==> config.mk <==
export PLATFORM = sky130hd
export DESIGN_NAME = ffsr_binary_pulse_drive_flat
export DESIGN_NICKNAME = d
export VERILOG_FILES = /design/src/rtl/ffsr_binary_pulse_drive_if.sv /design/src/rtl/ffsr_binary_pulse_drive.sv /design/src/flat_wrapper.sv
export SDC_FILE = /design/constraint.sdc
export NUM_CORES = 1
export LEC_CHECK = 0
export CAP_MARGIN = 20
export CORE_UTILIZATION = 56
export DETAILED_ROUTE_END_ITERATION = 16
export PLACE_DENSITY = 0.83
export SLEW_MARGIN = 20
export SYNTH_ARGS = -nofsm -noshare
export SYNTH_HDL_FRONTEND = slang
export SYNTH_SLANG_ARGS = --single-unit
==> constraint.sdc <==
create_clock -name clk -period 5.7 [get_ports clk]
set_clock_uncertainty 0.2 [all_clocks]
set_input_delay 1.14 -clock clk [delete_from_list [all_inputs] [get_ports clk]]
set_output_delay 1.14 -clock clk [all_outputs]
set_load 0.005 [all_outputs]
==> src/rtl/ffsr_binary_pulse_drive_if.sv <==
// ---------------------------------------------------------------------------
// ffsr_binary_pulse_drive_if
//   Request and pulse-drive bundle for ffsr_binary_pulse_drive.
//
//   Handshake: a request transfers on a rising clk edge where in_valid=1 and
//   in_ready=1. The producer holds target stable while in_valid is high. The
//   block drops in_ready while a pulse train runs or while clr is high; a
//   request presented while in_ready=0 is ignored, not queued.
//
//   Signals:
//     in_valid / in_ready / target : request handshake (target is unsigned)
//     clr                          : synchronous clear of mirror, aborts train
//     inc / dec                    : single-cycle pulses to downstream counter
//     busy                         : pulse train in progress
//     done                         : one-cycle completion strobe
//     mirror                       : count the downstream counter will hold
// ---------------------------------------------------------------------------
interface ffsr_binary_pulse_drive_if #(
  parameter int WIDTH = 3
);
  logic             in_valid;
  logic             in_ready;
  logic [WIDTH-1:0] target;
  logic             clr;
  logic             inc;
  logic             dec;
  logic             busy;
  logic             done;
  logic [WIDTH-1:0] mirror;

  modport master (
    output in_valid, target, clr,
    input  in_ready, inc, dec, busy, done, mirror
  );

  modport slave (
    input  in_valid, target, clr,
    output in_ready, inc, dec, busy, done, mirror
  );
endinterface

==> src/rtl/ffsr_binary_pulse_drive.sv <==
// ---------------------------------------------------------------------------
// ffsr_binary_pulse_drive
//   Converts a binary target count into a train of single-cycle inc or dec
//   pulses for a downstream up/down pulse counter. An internal mirror tracks
//   the downstream count so each request only sends the difference.
//
//   Parameters:
//     WIDTH : width of target, mirror and the downstream counter
//     GAP   : low cycles between consecutive pulses (0 = back-to-back)
//
//   Ports:
//     clk       : clock, all state on rising edge
//     rst       : asynchronous active-low reset
//     bus       : request / pulse bundle (slave side)
//     state_dbg : current FSM state (IDLE=0, PULSE=1, GAP=2)
// ---------------------------------------------------------------------------
module ffsr_binary_pulse_drive #(
  parameter int WIDTH = 3,
  parameter int GAP   = 1
) (
  input  logic                       clk,
  input  logic                       rst,
  ffsr_binary_pulse_drive_if.slave   bus,
  output logic [1:0]                 state_dbg
);

  typedef enum logic [1:0] {
    S_IDLE  = 2'd0,
    S_PULSE = 2'd1,
    S_GAP   = 2'd2
  } state_t;

  localparam int GW     = (GAP > 1) ? $clog2(GAP) : 1;
  localparam int GAP_M1 = (GAP > 0) ? GAP - 1 : 0;

  localparam logic [WIDTH-1:0] ONE_W    = WIDTH'(1);
  localparam logic [GW-1:0]    ONE_G    = GW'(1);
  localparam logic [GW-1:0]    GAP_LOAD = GW'(GAP_M1);

  state_t           state_q, state_d;
  logic             inc_q, inc_d;
  logic             dec_q, dec_d;
  logic             done_q, done_d;
  logic [WIDTH-1:0] mirror_q, mirror_d;
  logic [WIDTH-1:0] rem_q, rem_d;      // pulses still to send after the current one
  logic             dir_q, dir_d;      // 1 = counting down (dec pulses)
  logic [GW-1:0]    gap_q, gap_d;

  logic             in_ready_c;
  logic             accept;
  logic             tgt_below;
  logic [WIDTH-1:0] diff;
  logic [WIDTH-1:0] step_mirror;

  assign in_ready_c  = (state_q == S_IDLE) && !bus.clr;
  assign accept      = bus.in_valid && in_ready_c;
  assign tgt_below   = bus.target < mirror_q;
  assign diff        = tgt_below ? (mirror_q - bus.target) : (bus.target - mirror_q);
  // Mirror moves on the same edge that raises each pulse, using the latched direction.
  assign step_mirror = dir_q ? (mirror_q - ONE_W) : (mirror_q + ONE_W);

  always_comb begin
    state_d  = state_q;
    inc_d    = 1'b0;
    dec_d    = 1'b0;
    done_d   = 1'b0;
    mirror_d = mirror_q;
    rem_d    = rem_q;
    dir_d    = dir_q;
    gap_d    = gap_q;

    if (bus.clr) begin
      state_d  = S_IDLE;
      mirror_d = '0;
      rem_d    = '0;
      gap_d    = '0;
    end else begin
      case (state_q)
        S_IDLE: begin
          if (accept) begin
            if (diff == '0) begin
              done_d = 1'b1;
            end else begin
              dir_d    = tgt_below;
              inc_d    = !tgt_below;
              dec_d    = tgt_below;
              mirror_d = tgt_below ? (mirror_q - ONE_W) : (mirror_q + ONE_W);
              rem_d    = diff - ONE_W;
              state_d  = S_PULSE;
            end
          end
        end

        S_PULSE: begin
          if (rem_q == '0) begin
            done_d  = 1'b1;
            state_d = S_IDLE;
          end else if (GAP == 0) begin
            inc_d    = !dir_q;
            dec_d    = dir_q;
            mirror_d = step_mirror;
            rem_d    = rem_q - ONE_W;
          end else begin
            gap_d   = GAP_LOAD;
            state_d = S_GAP;
          end
        end

        S_GAP: begin
          if (gap_q == '0) begin
            inc_d    = !dir_q;
            dec_d    = dir_q;
            mirror_d = step_mirror;
            rem_d    = rem_q - ONE_W;
            state_d  = S_PULSE;
          end else begin
            gap_d = gap_q - ONE_G;
          end
        end

        default: begin
          state_d = S_IDLE;
        end
      endcase
    end
  end

  always_ff @(posedge clk or negedge rst) begin
    if (!rst) begin
      state_q  <= S_IDLE;
      inc_q    <= 1'b0;
      dec_q    <= 1'b0;
      done_q   <= 1'b0;
      mirror_q <= '0;
      rem_q    <= '0;
      dir_q    <= 1'b0;
      gap_q    <= '0;
    end else begin
      state_q  <= state_d;
      inc_q    <= inc_d;
      dec_q    <= dec_d;
      done_q   <= done_d;
      mirror_q <= mirror_d;
      rem_q    <= rem_d;
      dir_q    <= dir_d;
      gap_q    <= gap_d;
    end
  end

  assign bus.in_ready = in_ready_c;
  assign bus.inc      = inc_q;
  assign bus.dec      = dec_q;
  assign bus.done     = done_q;
  assign bus.busy     = (state_q != S_IDLE);
  assign bus.mirror   = mirror_q;
  assign state_dbg    = state_q;

endmodule

==> src/flat_wrapper.sv <==
// flat-port wrapper written by rule: the top's interface ports become plain ports
module ffsr_binary_pulse_drive_flat 
#(
  parameter int WIDTH = 3,
  parameter int GAP   = 1
)
  (clk, rst, state_dbg, bus_in_valid, bus_target, bus_clr, bus_in_ready, bus_inc, bus_dec, bus_busy, bus_done, bus_mirror);
  ffsr_binary_pulse_drive_if #(.WIDTH(WIDTH)) bus_i ();
  input  logic clk;
  input  logic rst;
  output logic [1:0] state_dbg;
  input wire logic [$bits(bus_i.in_valid)-1:0] bus_in_valid;
  input wire logic [$bits(bus_i.target)-1:0] bus_target;
  input wire logic [$bits(bus_i.clr)-1:0] bus_clr;
  output wire logic [$bits(bus_i.in_ready)-1:0] bus_in_ready;
  output wire logic [$bits(bus_i.inc)-1:0] bus_inc;
  output wire logic [$bits(bus_i.dec)-1:0] bus_dec;
  output wire logic [$bits(bus_i.busy)-1:0] bus_busy;
  output wire logic [$bits(bus_i.done)-1:0] bus_done;
  output wire logic [$bits(bus_i.mirror)-1:0] bus_mirror;
  assign bus_i.in_valid = bus_in_valid;
  assign bus_i.target = bus_target;
  assign bus_i.clr = bus_clr;
  assign bus_in_ready = bus_i.in_ready;
  assign bus_inc = bus_i.inc;
  assign bus_dec = bus_i.dec;
  assign bus_busy = bus_i.busy;
  assign bus_done = bus_i.done;
  assign bus_mirror = bus_i.mirror;
  ffsr_binary_pulse_drive #(.WIDTH(WIDTH), .GAP(GAP)) u_core (.clk(clk), .rst(rst), .bus(bus_i), .state_dbg(state_dbg));
endmodule
==> metrics.cfg <==
[power]
ir_worst_vdd_mv = 0.264
power_frac_comb_pct = 63.9
p_sw_share_pct = 44.7
clockPowerShare_pct = 9.2
pwr-share-seq_pct = 26.9
switching_power_mw = 0.255
power.leakage_nw = 0.536
p_per_area_nw_per_um2 = 458
power.internal_mw = 0.315

[clocking]
clock_latency_ns = 0.27
cts_sinks = 12
cts_tree = built
root_buffer = clkbuf_4
htreeDepth = 1
clk_pin_slew_ns = 0.08
cts_inserted_buffers = 3
cts_setup_buffers = 0
clockBufferDepth = 2
cts_resized = 0
cts_hold_buffers = 0

[grt]
grt_pass1_wl_mm = 4.08
grt.overflow.total = 0
antenna_found_initial = 0
grt_max_degree = 17
globalRouteTotalUtil_pct = 27.9
grt_pass1_vias = 896

[synth]
synth_fp_nets = 137
synth_xor_area_share_pct = 2.50
synth_top_area_share_pct = 28.6
synth_edf_count = 0
synth_top_family_by_area = simple AND/OR/NAND/NOR gates
synth_compound_area_share_pct = 22.9
synth_seq_cells = 12
synth.distinct_cells = 41
async_flop_share_pct = 100
synth_top_area_cell = dfrtp_1
netlist_instances = 121
synthSimpleGateAreaFrac_pct = 23.8
synth_adder_area_share_pct = 12.1
muxShareOfSynthArea_pct = 4.05
yosysWarnings = 0
synth_flop_cell = dfrtp_1
syn-cell-area_sq_um = 1050
avgSynthCellArea_sq_um = 8.69
seq_area_frac_synth_pct = 28.6
synthTopCellsByArea = dfrtp_1 (29%), ha_1 (8.3%), inv_1 (3.9%), fa_1 (3.8%), nand2_1 (3.6%)

[routing]
firstDrtPassIters = 4
via_per_inst = 6.06
wl_mm = 2.46
wl_per_cell_microns = 15.3
post-route-drc-count = 0
vias = 975
ant_nets = 0
drt_iter0_markers = 49

[layout]
antenna_cells = 0
drive_above_1_share_pct = 5.88
nets = 154
synthToLayoutAreaGrowth_pct = 18.2
stdcell_area_sq_um = 1240

[timing]
drv_slew = 0
final-setup-viol-count = 0
fmax_mhz = 249
fin_crit_ns = 4.02
hold_violations = 0
worstMarginPinSlew_ns = 0.556
max-slew-margin-rel_pct = 62.8
rsz0062_at_grt = no
finalCritPeriodShare_pct = 70.6
tns_ns = 0

[floorplan]
floorplan.core_area_sq_um = 1750
core.rowCount = 15
start_util_pct = 60.2
ios = 17
dieArea_sq_um = 2050
die_width_microns = 45.3
die_h_microns = 45.3

[setup_path]
crit_chain = clkdlybuf4s50_1 > nor3_1 > clkdlybuf4s50_1
worst_path_largest_cell_delay_ns = 0.64
critical_path_class = in -> out
arrival_ns = 2.68
critPathLaunch = bus_clr
cpMostUsedCell = clkdlybuf4s50_1
cp.required_ns = 4.36
r2r-start = u_core.bus.mirror[2]
crit_slowest_cell = clkdlybuf4s50_1
worstSetupStartpointType = input pin
endpoint_kind = primary output
path_max_fanout = 13

[place]
io_buffers = 16
gp_congestion = 0.824
hpwlAfterDp_mm = 1.84
placed_area_sq_um = 1220

[hold_path]
worstHoldStart = u_core.dir_q
hold_path.class = reg -> reg

[run_status]
status = finished, final reports clean

[run]
maxCapViolations = 0

==> cell families after synthesis <==
kind of cell	after synthesis
AO/OA/AOI/OAI	30
XOR/XNOR	3
adder cells (fa/ha/maj)	9
buffers and inverters	15
flip-flops	12
multiplexers	4
AND/OR/NAND/NOR	48
==> cell type report <==
cell class / count / area, sq um
Clock buffer: 3 / 22.5
Fill cell: 139 / 503
Multi-Input combinational cell: 94 / 687
Timing Repair Buffer: 16 / 160
Inverter: 11 / 41.3
Tap cell: 25 / 31.3
Sequential cell: 12 / 300
==> through the flow <==
stage | setup slack, ns | std cells | util [%] | hold WS (ns) | total power [mW]
3_5_place_dp | 1.64 | 158 | 69.9 | 0.355 | 0.509
3_3_place_gp | 1.68 | 158 | 69.9 | 0.351 | 0.496
6_report | 1.68 | 161 | 71.2 | 0.396 | 0.569
2_1_floorplan | 2.29 | 121 | - | 0.310 | 0.406
5_1_grt | 1.57 | 161 | 71.2 | 0.409 | 0.623
4_1_cts | 1.68 | 161 | 71.2 | 0.393 | 0.568
==> worst paths after layout <==
path                                        end  slack (ns)  cells after the start
max in group asynchronous  u_core.bus.mirror[0]        3.91                      1
min reg2reg                        u_core.dir_q        0.40                      1
max                                bus_in_ready        1.68                      3
max reg2reg                     u_core.rem_q[2]        2.64                     12
min                                u_core.dir_q        0.40                      1
min in group asynchronous       u_core.rem_q[2]        1.02                      1
==> power by group through the flow <==
stage          combinational [mW]  sequential, mW  clock, mW
2_1_floorplan               0.266           0.141          0
3_3_place_gp                0.344           0.152          0
3_5_place_dp                0.355           0.154          0
4_1_cts                     0.361           0.152     0.0547
5_1_grt                     0.407           0.158     0.0584
6_report                    0.364           0.153     0.0524
==> per-layer routing <==
metal  track usage (%)  vias up  routed length (microns)
met1              38.5      454                     1100
met4              8.48        0                       36
met5                 0        -                        0
met2              43.8       41                     1180
met3              6.00        6                      137
li1                  -      474                        -
==> synth_stat cells (all sizes together), types with 2 or more instances <==
master,n
nand2b,4
nand2,10
xnor2,2
o211ai,4
nor3,7
fa,2
a21o,2
mux2,2
inv,11
nand3,2
ha,7
mux2i,2
nor2,10
nor2b,5
o221ai,2
a211oi,2
a31oi,2
a21oi,6
and3,2
nand4,2
a22oi,2
and3b,2
dfrtp,12
clkbuf,3
==> cell usage in the layout (no fill, tap or decap), drive strengths merged, types with 2 or more instances in the layout <==
| master | count |
|---|---|
| clkdlybuf4s50 | 16 |
| dfrtp | 12 |
| inv | 11 |
| nor2 | 10 |
| nand2 | 10 |
| nor3 | 7 |
| ha | 7 |
| a21oi | 6 |
| nor2b | 5 |
| nand2b | 4 |
| o211ai | 4 |
| clkbuf | 3 |
| a21o | 2 |
| xnor2 | 2 |
| a22oi | 2 |
| a31oi | 2 |
| nand4 | 2 |
| o221ai | 2 |
| mux2i | 2 |
| mux2 | 2 |
| a211oi | 2 |
| nand3 | 2 |
| and3 | 2 |
| fa | 2 |
| and3b | 2 |
==> critical path: cells and delay by family <==
kind / cells / cell delay, ns
buffers and inverters: 2 / 1.20
and+or+nand+nor: 1 / 0.34
==> flip-flops by register name, indices dropped and copies added (netlist names) <==
| register | count |
|---|---|
| u_core.bus.done | 1 |
| u_core.bus.dec | 1 |
| u_core.bus.mirror | 3 |
| u_core.rem_q | 3 |
| u_core.dir_q | 1 |
| u_core.bus.inc | 1 |
| u_core.state_dbg | 2 |
No activity file was read; power rests on OpenSTA's default activity.
